`config.mk`:
```
export PLATFORM = sky130hd
export DESIGN_NAME = oam_dma
export DESIGN_NICKNAME = d
export VERILOG_FILES = /design/src/rtl/gb_pkg.sv /design/src/rtl/oam_dma.sv
export SDC_FILE = /design/constraint.sdc
export NUM_CORES = 1
export LEC_CHECK = 0
export ABC_AREA = 1
export BUFFER_PORTS_ARGS = -buffer_cell sky130_fd_sc_hd__buf_2
export CAP_MARGIN = 20
export CORE_ASPECT_RATIO = 0.5
export CORE_MARGIN = 2
export CORE_UTILIZATION = 28
export DETAILED_ROUTE_END_ITERATION = 10
export PLACE_DENSITY = 0.51
export RECOVER_POWER = 50
export SYNTH_ARGS = -nofsm -noshare
export SYNTH_HDL_FRONTEND = slang
export SYNTH_SLANG_ARGS = --single-unit
```
`constraint.sdc`:
```
create_clock -name clk -period 2.8 [get_ports clk]
set_input_delay 0.56 -clock clk [delete_from_list [all_inputs] [get_ports clk]]
set_output_delay 0.56 -clock clk [all_outputs]
set_load 0.02 [all_outputs]
```
`src/rtl/gb_pkg.sv`:
```
// Shared constants and types for the Game Boy style bus blocks.
// The echo-region page fold lives here so the bus decode can reuse it.
package gb_pkg;

  localparam logic [15:0] DMA_REG_ADDR   = 16'hFF46;
  localparam logic [15:0] OAM_BASE       = 16'hFE00;
  localparam logic [7:0]  ECHO_FOLD_MASK = 8'hDF;

  typedef enum logic [1:0] {IDLE, START, XFER, DRAIN} dma_state_t;

  // Pages E0..FF mirror WRAM at C0..DF.
  function automatic logic [7:0] fold_page(input logic [7:0] page);
    return (page >= 8'hE0) ? (page & ECHO_FOLD_MASK) : page;
  endfunction

endpackage

```
`src/rtl/oam_dma.sv`:
```
// OAM DMA engine: copies LEN bytes from a source page into OAM, one byte per
// M-cycle, with a one-cycle read-to-write pipeline.
module oam_dma
  import gb_pkg::*;
#(
  parameter int unsigned LEN    = 160,
  parameter int unsigned OAM_AW = 8
) (
  input  logic              clk,
  input  logic              rst,
  input  logic              ce,
  input  logic              reg_write,
  input  logic [7:0]        reg_in,
  output logic [7:0]        reg_out,
  output logic [15:0]       src_addr,
  output logic              src_rd,
  input  logic [7:0]        src_data,
  output logic [OAM_AW-1:0] oam_addr,
  output logic [7:0]        oam_wdata,
  output logic              oam_we,
  output logic              busy
);

  localparam int unsigned IdxW = $clog2(LEN + 1);
  localparam logic [IdxW-1:0] IdxLen  = IdxW'(LEN);
  localparam logic [IdxW-1:0] IdxLast = IdxW'(LEN - 1);

  dma_state_t        state_q, state_d;
  logic [IdxW-1:0]   idx_q, idx_d;
  logic [7:0]        page_q, page_d;
  logic [7:0]        reg_q, reg_d;
  logic [15:0]       addr_q, addr_d;
  logic              rd_q, rd_d;
  logic [OAM_AW-1:0] oaddr_q, oaddr_d;
  logic [7:0]        wdata_q, wdata_d;
  logic              we_q, we_d;
  logic              busy_q, busy_d;

  // rd_q doubles as the "read outstanding" flag: src_data for it is valid now.
  always_comb begin
    state_d = state_q;
    idx_d   = idx_q;
    page_d  = page_q;
    reg_d   = reg_q;
    addr_d  = addr_q;
    rd_d    = rd_q;
    oaddr_d = oaddr_q;
    wdata_d = wdata_q;
    we_d    = 1'b0;
    busy_d  = busy_q;

    if (reg_write) begin
      // Restart drops any outstanding read without writing it.
      reg_d   = reg_in;
      page_d  = fold_page(reg_in);
      state_d = START;
      idx_d   = '0;
      busy_d  = 1'b1;
      rd_d    = 1'b0;
    end else if (ce) begin
      unique case (state_q)
        IDLE: ;
        START: state_d = XFER;
        XFER: begin
          if (rd_q) begin
            we_d    = 1'b1;
            wdata_d = src_data;
            oaddr_d = OAM_AW'(idx_q - IdxW'(1));
          end
          if (idx_q < IdxLen) begin
            addr_d = {page_q, 8'(idx_q)};
            rd_d   = 1'b1;
            idx_d  = idx_q + IdxW'(1);
            if (idx_q == IdxLast) state_d = DRAIN;
          end
        end
        DRAIN: begin
          if (rd_q) begin
            we_d    = 1'b1;
            wdata_d = src_data;
            oaddr_d = OAM_AW'(idx_q - IdxW'(1));
          end
          rd_d    = 1'b0;
          state_d = IDLE;
          busy_d  = 1'b0;
        end
        default: state_d = IDLE;
      endcase
    end
  end

  always_ff @(posedge clk or negedge rst) begin
    if (!rst) begin
      state_q <= IDLE;
      idx_q   <= '0;
      page_q  <= 8'h00;
      reg_q   <= 8'h00;
      addr_q  <= 16'h0000;
      rd_q    <= 1'b0;
      oaddr_q <= '0;
      wdata_q <= 8'h00;
      we_q    <= 1'b0;
      busy_q  <= 1'b0;
    end else begin
      state_q <= state_d;
      idx_q   <= idx_d;
      page_q  <= page_d;
      reg_q   <= reg_d;
      addr_q  <= addr_d;
      rd_q    <= rd_d;
      oaddr_q <= oaddr_d;
      wdata_q <= wdata_d;
      we_q    <= we_d;
      busy_q  <= busy_d;
    end
  end

  assign reg_out   = reg_q;
  assign src_addr  = addr_q;
  assign src_rd    = rd_q;
  assign oam_addr  = oaddr_q;
  assign oam_wdata = wdata_q;
  assign oam_we    = we_q;
  assign busy      = busy_q;

endmodule

```
Word level (Yosys, flattened, before mapping):

Index checks and enable logic that the tools add are counted.

* word-level logic and storage cells: 55
* output and inout bits: 43
* input bits: 20
* flip-flop bits (word level): 61

* reductions and logical operators: 13
* $lt $le $gt $ge: 2
* bitwise operators: 1
* equal/unequal tests: 6
* mux-type cells: 21
* add/subtract/negate cells: 2

Operator list (count)
* $mux 8: 4
* $reduce_and 4->1: 3
* $mux 1: 10
* $add 8x1->8 const B: 1
* $eq 8x8->1 const B: 1
* $ge 8x8->1 const B: 1
* $lt 8x8->1 const B: 1
* $mux 2: 4
* $reduce_bool 2->1: 4
* $sub 8x1->8 const B: 1
* $mux 6: 1
* $ne 3x3->1 const B: 2
* $pmux 2 s3: 1
* $reduce_and 3->1: 2
* $eq 2x2->1 const B: 2
* $reduce_bool 4->1: 1
* $reduce_bool 3->1: 1
* $eq 2x1->1 const B: 1
* $pmux 1 s2: 1
* $reduce_and 2->1: 1
* $reduce_or 2->1: 1
* $not 1->1: 1

Logic depth before layout (Yosys ltp):

Gate-level depths: netlist of run 1.

* depth after elaboration: 6
* depth in mapped cells: 9
* gate-level depth less buffers: 9

Worst setup path before layout of run 1:

No wires, ideal clock.

* path type: in2reg
* from: input reg_write
* to: register oaddr_q[4], in the netlist oam_addr[4]
* required time: 2.677 ns
* setup slack: 1.333 ns
* cell stages on the path: 8
* arrival: 1.344 ns
* setup time: 0.123 ns
* buffers on the path: 2
* path through: buf_4 -> inv_4 -> nand2_1 -> nor2_4 -> inv_2 -> buf_2 -> nand2_1 -> nand2_1

* cells in the longest elaborated chain, start to end: 2

Ends and longest elaborated chain
* start, declared: line oam_dma.sv:12 `input logic reg_write,`
* $not 1->1 (no source line)
* $reduce_and 4->1 (no source line)
* end signal, assigned: line oam_dma.sv:111 `oaddr_q <= oaddr_d;`
* end, declared: line oam_dma.sv:34 `logic [OAM_AW-1:0] oaddr_q, oaddr_d;`

No other way between the ends.
A chain may end at the register's enable or synchronous reset.

Worst setup path in the final report of run 1:

* from: input reg_write
* to: register oaddr_q[1], in the netlist oam_addr[1]

Same word-level chain as after synthesis.

==> metrics.txt, run 1 <==
YS warnings=0; Max FO, Critical Path=18; power per cell area=862 mW/mm^2; CTS max path bufs=2; Area growth, synth to finish=19.4%; Synth cell types=31; Tcrit/Tclk final=69.6%; register area=between 0.001 and 0.0015 sq mm; grt met3 use=3.37%; Placer Congestion=0.845; Tot Pwr=2.57 mW; Critical Path RT=roughly 3.0 ns; VDD IR max=between 0.3 and 0.4 mV; Inserted Clock Buffers=5; IO Pins=63; DR vias/cell=4.37; Initial Utilization=28.8%; Slew Limit Fails=32; Fin Setup TNS=0 ns; clk_skew=0.00295 ns; DR pass1 iterations=5; htree depth=2; Leak=1.54 nW; Routed WL=5720 um; Mapped Cells=283; critical path arrival=2.11 ns; clk_lat worst skew=slightly below 0.3 ns; Antenna Nets Post-Route=0; clock-pin transition on the worst setup and hold timing paths=0.07 ns; Fillers=932; commonest non-fill, non-tap cell in the layout=nand2_1; clock root buffer master=clkbuf_16; GRT Max-Usage Layer=met2; placed inst area=0.00285 sq mm; WL per Instance=12.6 um; grt total ovfl=0; Die Width=138 um; Sink Count=54; Main synth FF type=dfrtp_1; post-route cell area=0.00299 sq mm; Post-CTS Setup Bufs=0; Synth async-reset ratio=100%; post-synthesis sequential area ratio=54.1%; final setup vio count=0; Final nets=~360; Syn Std Cell Area=between 0.002 and 0.0025 sq mm; #FFs+latches synth=54; kind of critical path=input pin to flop; gr usage total=12.8%; Placement Rows=24; critical path launch point type=input pin; Tmin final=1.95 ns; TritonCTS clock tree=done; Die Y=70.8 um; dpl hpwl=4250 um; Port-buffer cells=62; Syn Area/Cell=roughly 8.8 sq um; Min-Delay Path Class=flop to flop; number of diodes=0; core area=0.00868 sq mm; drt first-iter violations=104; full die area=0.00975 sq mm; met1 Use GR=17.6%; relative slew slack=-13.1%; crit path capture type=flop; total vias in the final route=1993; RSZ-0062 raised after global routing=no; actual slew at the worst max-slew pin=between 1.5 and 2 ns; antenna violations before repair=0; global-route wire length before repair=9720 um; post-layout util=34.4%; run status=finished, violations left; number of synthesized flops with an enable pin=0; failing checks=max-capacitance violations, max-slew violations; post-CTS resize count=0; Max Cap Violations=1; cts hold-fix bufs=0; Final Hold Viols=0; Post-Syn Nets=307; Max Fclk=between 500 and 600 MHz; commonest non-fill, non-tap cells in the layout=nand2_1 (116), dfrtp_1 (54), buf_2 (50), inv_1 (14), o21ai_0 (14); ratio of cells with drive above 1 in the final layout=24.5%; Multi-input gate area=961 sq um; M2 GR Usage=19.6%; r2r setup slk=approximately 1.2 ns; number of global-route vias before repair=2019; DRC=0; pin count of the biggest net entering global routing=32
cell families after synthesis:
family                   synth area share, %
AND/OR/NAND/NOR                         26.4
flip-flops                              54.1
AO/OA/AOI/OAI                           9.31
buffers and inverters                   7.51
adder cells (fa/ha/maj)                 2.00
XOR/XNOR                               0.701
stage by stage:
step | instances | setup slack, ns | hold WS, ns
3_3_place_gp | 448 | 0.912 | 0.451
2_1_floorplan | 283 | 1.33 | 0.264
6_report | 456 | 0.852 | 0.464
3_5_place_dp | 448 | 0.845 | 0.453
5_1_grt | 456 | 0.590 | 0.465
4_1_cts | 456 | 1.15 | 0.337
sequential cells by signal, indices dropped and copies added (netlist names), 2 cells and up:
| register | count |
|---|---|
| state_q | 2 |
| oam_wdata | 8 |
| page_q | 8 |
| idx_q | 8 |
| oam_addr | 8 |
| src_addr | 16 |
per-layer routing:
metal	wire length, um	vias to the layer above
met5	0	-
met2	2490	57
li1	-	1012
met4	83	0
met1	2810	918
met3	333	6
power breakdown:
group	total, mW	internal (mW)	switching [mW]
Clock	0.627	0.355	0.272
Sequential	1.11	0.985	0.123
Combinational	0.839	0.273	0.566
Total	2.57	1.61	0.961
final cells by class:
cell class / count / share of cell area, %
flip-flops and latches: 54 / 45.3
multi-input cells: 195 / 32.2
repair buffers: 63 / 10.1
well taps: 117 / 4.90
clock buffers: 7 / 4.78
inverters: 19 / 2.56
clock inverters: 1 / 0.168
critical path, cell delays in order:
cell	delay, ns
clkbuf_1	0.71
inv_4	0.21
nand2_1	0.17
nor2_4	0.09
inv_2	0.23
o21ai_0	0.12
Yosys cell counts, types with 3 or more instances:
library cell	n	area [sq um]
o21ai_0	14	70.1
nor2_1	12	45.0
inv_2	3	11.3
nand2_2	5	31.3
nand4_1	8	50.1
ha_1	4	50.1
buf_4	8	60.1
buf_6	3	33.8
nand2_1	116	435
a21oi_1	3	15.0
nand3_1	9	45.0
dfrtp_1	54	1350
inv_1	14	52.6
o21ai_2	9	78.8
final timing paths:
| check | end | start | cells after the start |
|---|---|---|---|
| setup / recovery | oam_addr[1] | reg_write | 6 |
| min in group asynchronous | src_addr[9] | rst | 1 |
| hold reg to reg | src_addr[11] | src_addr[11] | 2 |
| setup reg to reg | src_addr[1] | state_q[0] | 8 |
| max in group asynchronous | idx_q[7] | rst | 2 |
| hold / removal | src_addr[11] | src_addr[11] | 2 |
No activity file was read; power rests on OpenSTA's default activity.
==> inputs of run 2 (changes only) <==
Settings changed: ABC_AREA 1 to 0, PLACE_DENSITY 0.51 to 0.52.
Clock period 2.8 ns to 1.6 ns, I/O delays scaled along.
==> metrics.txt, run 2 <==
post-place setup slack=0.0141 ns (-0.831 ns); Fillers=887 (-4.8%); Min-Delay Path Class=input pin to flop; grt total ovfl=0 (unchanged); number of global-route vias before repair=1756 (-13%); Post-Syn Nets=224 (-27%); Fin Setup TNS=0 ns (unchanged); #FFs+latches synth=54 (unchanged); power per cell area=1140 mW/mm^2 (+32%); Port-buffer cells=62 (unchanged); Initial Utilization=28.6% (-0.25 points); clock-pin transition on the worst setup and hold timing paths=0.08 ns (about the same); DRC=0 (unchanged); Max FO, Critical Path=8 (-10); Critical Path RT=1.78 ns (-1.19 ns); IO Pins=63 (unchanged); final setup vio count=0 (unchanged); clk_lat worst skew=0.30 ns (about the same); core area=0.00862 sq mm (-0.69%); CTS max path bufs=2 (unchanged); total vias in the final route=1705 (-14%); Synth cell types=39 (+26%); Syn Std Cell Area=0.00246 sq mm (-1.6%); commonest non-fill, non-tap cells in the layout=dfrtp_1 (54), buf_2 (52), mux2_2 (18), nand2_1 (16), mux2_1 (14); YS warnings=0 (unchanged); Inserted Clock Buffers=5 (unchanged); WHS=0.246 ns (-0.219 ns); Yosys top cell by area=dfrtp_1; gr usage total=11.3% (-1.5 points); Final Hold Viols=0 (unchanged); WL per Instance=13.6 um (+8.4%); post-synthesis sequential area ratio=54.9% (+0.85 points); relative slew slack=11.0% (+24 points); count leader, synth=dfrtp_1; Tot Pwr=3.50 mW (+36%); crit path capture type=flop; number of synthesized flops with an enable pin=0 (unchanged); number of diodes=0 (unchanged); DR pass1 iterations=4 (-1); run status=finished clean; max reg flops=16 (unchanged); Mapped Cells=200 (-29%); Main synth FF type=dfrtp_1; Routed WL=5200 um (-9.2%); ranking of synthesized cells by area=dfrtp_1 (55%), mux2_2 (8.2%), mux2_1 (6.4%), xnor2_1 (2.8%), nand2_1 (2.7%); global-route wire length before repair=8410 um (-13%); post-route cell area=0.00307 sq mm (+2.9%); critical path launch point type=flop; Final WS setup=0.0904 ns (-0.762 ns); Commonest cells post-synth=dfrtp_1 (54), mux2_2 (18), nand2_1 (18); Multi-input gate area=1000 sq um (+4.0%); Placer Congestion=0.729 (-14%); Max Cap Violations=0 (-1); ratio of cells with drive above 1 in the final layout=39.6% (+15 points); dpl hpwl=3740 um (-12%); Antenna Nets Post-Route=0 (unchanged); critical path arrival=1.69 ns (-0.42 ns); pin count of the biggest net entering global routing=55 (+72%); full die area=0.00960 sq mm (-1.5%); Sink Count=54 (unchanged); kind of critical path=flop to flop; drt first-iter violations=35 (-66%); TritonCTS clock tree=done; Area growth, synth to finish=24.8%; Placement Rows=24 (unchanged); Post-CTS Setup Bufs=0 (unchanged); Tmin final=1.51 ns; clock root buffer master=clkbuf_16; Slew Limit Fails=0 (-100%); top-area cell type share of the netlist area=54.9% (+0.85 points); Die Y=70.3 um (-0.73%); Tcrit/Tclk final=a little over nine tenths; actual slew at the worst max-slew pin=1.34 ns (-0.361 ns); Syn Area/Cell=12.3 sq um (+39%); VDD IR max=0.547 mV (+66%); Synth async-reset ratio=100% (unchanged); placed inst area=0.00291 sq mm (+2.1%); commonest non-fill, non-tap cell in the layout=dfrtp_1; DR vias/cell=4.46 (+2.1%); Final nets=288 (-20%); register area=0.00135 sq mm (unchanged); Max Fclk=roughly 660 MHz; antenna violations before repair=0 (unchanged); Leak=1.52 nW (-1.7%); clk_skew=0.00969 ns (+0.00675 ns); htree depth=2 (unchanged); Die Width=137 um (-0.76%); RSZ-0062 raised after global routing=no
==> run 2: cell count changes after synthesis, sizes merged, moves of 2 or more <==
cell    change
inv        -13
clkbuf      +3
nor2        -6
nand2     -102
mux2i       +2
o21ai      -11
nand3       -3
nand4       -7
mux2       +32
xnor2       +8
==> run 2: report_power, final <==
group	switching (mW)	internal (mW)	total [mW]
combinational	0.467	0.294	0.762
sequential	0.0973	1.55	1.65
clock	0.507	0.586	1.09
total	1.07	2.43	3.50
==> run 2: cells by family after synthesis <==
logic type | count (synthesis) | synth area share (%)
adder cells (fa/ha/maj) | 4 | 2.03
AO/OA/AOI/OAI | 23 | 5.29
XOR/XNOR | 11 | 3.91
multiplexers | 34 | 15.5
buffers and inverters | 25 | 6.05
AND/OR/NAND/NOR | 49 | 12.4
flip-flops | 54 | 54.9
==> run 2: layer usage <==
layer	global-route usage [%]	vias up	routed length [um]
met5	0	-	0
met4	3.82	0	72
met3	3.20	8	195
met2	18.4	33	2480
met1	14.5	857	2450
li1	-	807	-
==> run 2: what timing repair did <==
| action | CTS | global route |
|---|---|---|
| setup endpoints to repair | 0 | 21 |
| hold buffers | 0 | 0 |
| gates resized for setup | 0 | 8 |
==> run 2: path summary, 6_finish.rpt <==
path | startpoint | cells past startpoint | slack [ns] | to
worst max-delay path | state_q[0] | 5 | 0.09 | src_addr[11]
worst min register to register | oam_addr[3] | 2 | 0.48 | oam_addr[3]
max in group asynchronous | rst | 2 | 0.39 | oam_addr[4]
worst max register to register | state_q[0] | 5 | 0.09 | src_addr[11]
min in group asynchronous | rst | 2 | 0.39 | src_addr[10]
worst min-delay path | src_data[5] | 2 | 0.25 | oam_wdata[5]
==> run 2: final cells by class <==
class / count / area share, %
multi-input cells: 122 / 32.5
repair buffers: 75 / 13.1
clock inverters: 3 / 0.774
flip-flops and latches: 54 / 44.0
inverters: 6 / 0.733
well taps: 117 / 4.77
clock buffers: 5 / 4.07
==> run 2: through the flow <==
stage          std cells  util, %
6_report             382     35.6
5_1_grt              382     35.6
4_1_cts              381     35.5
3_5_place_dp         373     33.8
3_3_place_gp         373     33.8
2_1_floorplan        200        -
==> run 2: critical path, stage by stage, from the launching register on <==
cell and delay, ns:
dfrtp_1 0.38, inv_1 0.06, ha_2 0.24, nand2_4 0.10, nor2_4 0.25, mux2_1 0.36
==> inputs of run 3 (changes only) <==
Settings changed: CORE_UTILIZATION 28 to 47, PLACE_DENSITY 0.52 to 0.78.
==> metrics.txt, run 3 (synthesized netlist as in run 2, its figures left out) <==
final setup vio count=0 (unchanged); post-place setup slack=0.000578 ns (-0.0135 ns); CTS max path bufs=2 (unchanged); Initial Utilization=49.4% (+21 points); htree depth=2 (unchanged); Final Hold Viols=0 (unchanged); Leak=1.50 nW (-1.2%); Comb power frac=23.2% (+1.5 points); TritonCTS clock tree=done; Placement Rows=18 (-25%); r2r setup slk=0.06 ns (-0.03 ns); Worst Setup SP=state_q[0]; Inserted Clock Buffers=5 (unchanged); Placer Congestion=0.793 (+8.8%); Final nets=288 (unchanged); Routed WL=4520 um (-13%); number of diodes=0 (unchanged); drt first-iter violations=48 (+37%); clk_skew=0.00444 ns (-0.00525 ns); run status=finished clean; Tcrit/Tclk final=96.4% (+2.0 points); DR vias/cell=4.98 (+11%); P_int=2.32 mW (-4.6%); clock-pin transition on the worst setup and hold timing paths=0.09 ns (about the same); worst r2r src=state_q[0]; Port-buffer cells=62 (unchanged); Slowest-stage cell, CP=dfrtp_1; crit path capture type=flop; kind of critical path=flop to flop; gr usage total=16.8% (+5.5 points); DR pass1 iterations=4 (unchanged); Area growth, synth to finish=20.2%; switching share of power=29.6% (-0.96 points); Max Cap Violations=0 (unchanged); VDD IR max=0.576 mV (+5.3%); antenna violations before repair=0 (unchanged); RR Endpoint=src_addr[4]; crit path to=src_addr[4]; actual slew at the worst max-slew pin=1.32 ns (-0.0202 ns); Die Y=55.2 um (-22%); total vias in the final route=1667 (-2.2%); clk_lat worst skew=0.30 ns (about the same); power per cell area=1110 mW/mm^2 (-2.3%); pin count of the biggest net entering global routing=55 (unchanged); Reg2Reg Depth=6 (+1); Die Width=106 um (-22%); grt total ovfl=0 (unchanged); WP buf/inv=2 (+1); RSZ-0062 raised after global routing=no; critical path arrival=1.73 ns (+0.04 ns); Slowest Stage Delay on Critical Path=0.39 ns (about the same); post-layout util=59.5% (+24 points); Fin Setup TNS=0 ns (unchanged); Worst path depth=6 (+1); Antenna Nets Post-Route=0 (unchanged); core area=0.00498 sq mm (-42%); Fillers=437 (-51%); IO Pins=63 (unchanged); clock root buffer master=clkbuf_8; Slew Limit Fails=0 (unchanged); clock share of power=27.0% (-4.2 points); Sink Count=54 (unchanged); Min-Delay Path Class=input pin to flop; relative slew slack=12.3% (+1.3 points); Critical Path RT=1.79 ns (about the same); DRC=0 (unchanged); commonest non-fill, non-tap cells in the layout=dfrtp_1 (54), buf_2 (53), mux2_2 (18), nand2_1 (16), mux2_1 (14); ratio of cells with drive above 1 in the final layout=39.6% (unchanged); number of global-route vias before repair=1690 (-3.8%); worst-path cell chain=inv_1, ha_2, nand2_2, nor2_8, buf_12, mux2_2; Final WS setup=0.0581 ns (-0.0323 ns); WL per Instance=13.5 um (-0.78%); commonest non-fill, non-tap cell in the layout=dfrtp_1; global-route wire length before repair=7580 um (-9.8%); sw power=0.977 mW (-8.8%); Max FO, Critical Path=12 (+4); full die area=0.00587 sq mm (-39%); CP delay by family, top=flip-flops; Tmin final=1.54 ns (+0.0323 ns); dpl hpwl=3300 um (-12%); critical path launch point type=flop; power share of the sequential group=49.8% (+2.8 points); Max Fclk=649 MHz (-2.1%); max reg flops=16 (unchanged)
==> run 3: changes by cell type in the layout (fill, tap and decap cells not counted), moves of 2 or more <==
cell,delta
buf_4,+2
clkbuf_8,+5
clkinvlp_4,-2
clkbuf_16,-5
==> run 3: stage by stage <==
| step | total power [mW] | hold WS (ns) | cells | instance area [sq um] |
|---|---|---|---|---|
| after CTS | 3.34 | 0.0128 | 335 | 2970 |
| after global placement | 2.40 | 0.330 | 325 | 2840 |
| after floorplan | 2.15 | 0.0244 | 200 | 2460 |
| after global routing | 3.47 | 0.230 | 335 | 2960 |
| after detailed placement | 2.44 | 0.344 | 325 | 2840 |
| final | 3.30 | 0.234 | 335 | 2960 |
==> run 3: layer usage <==
| layer | up-vias | GRT usage (%) | share of wire (%) |
|---|---|---|---|
| met4 | 0 | 5.92 | 0.84 |
| met1 | 814 | 20.0 | 46 |
| met5 | - | 0 | 0 |
| li1 | 801 | - | - |
| met2 | 48 | 30.8 | 48 |
| met3 | 4 | 4.57 | 6.1 |
==> run 3: how the worst min path moves through the flow <==
stage                start           end  slack, ns  depth (start not counted)
2_1_floorplan          rst          busy       0.02                          0
3_3_place_gp           rst     page_q[4]       0.33                          2
3_5_place_dp           rst     page_q[7]       0.34                          2
4_1_cts                rst     page_q[7]       0.01                          2
5_1_grt        src_data[5]  oam_wdata[5]       0.23                          2
6_report       src_data[5]  oam_wdata[5]       0.23                          2
==> run 3: power by group through the flow <==
stage | sequential [mW] | combinational [mW] | clock (mW)
after global routing | 1.67 | 0.835 | 0.962
after detailed placement | 1.67 | 0.772 | 0
after CTS | 1.65 | 0.780 | 0.917
after global placement | 1.66 | 0.741 | 0
final | 1.64 | 0.766 | 0.889
after floorplan | 1.87 | 0.281 | 0
==> run 3: final cells by class <==
cell class | instances | area (sq um) | share of cell area (%)
flip-flops and latches | 54 | 1350 | 45.7
multi-input cells | 121 | 977 | 33.0
repair buffers | 76 | 414 | 14.0
well taps | 70 | 87.6 | 2.96
clock buffers | 7 | 76.3 | 2.58
clock inverters | 1 | 30.0 | 1.01
inverters | 6 | 22.5 | 0.761
==> run 3: what timing repair did <==
action,CTS,global route
cloned,0,0
resized for setup,2,5
pin swaps,1,1
buffers inserted,2,0
endpoints found under the setup margin,5,3
hold buffers,0,0
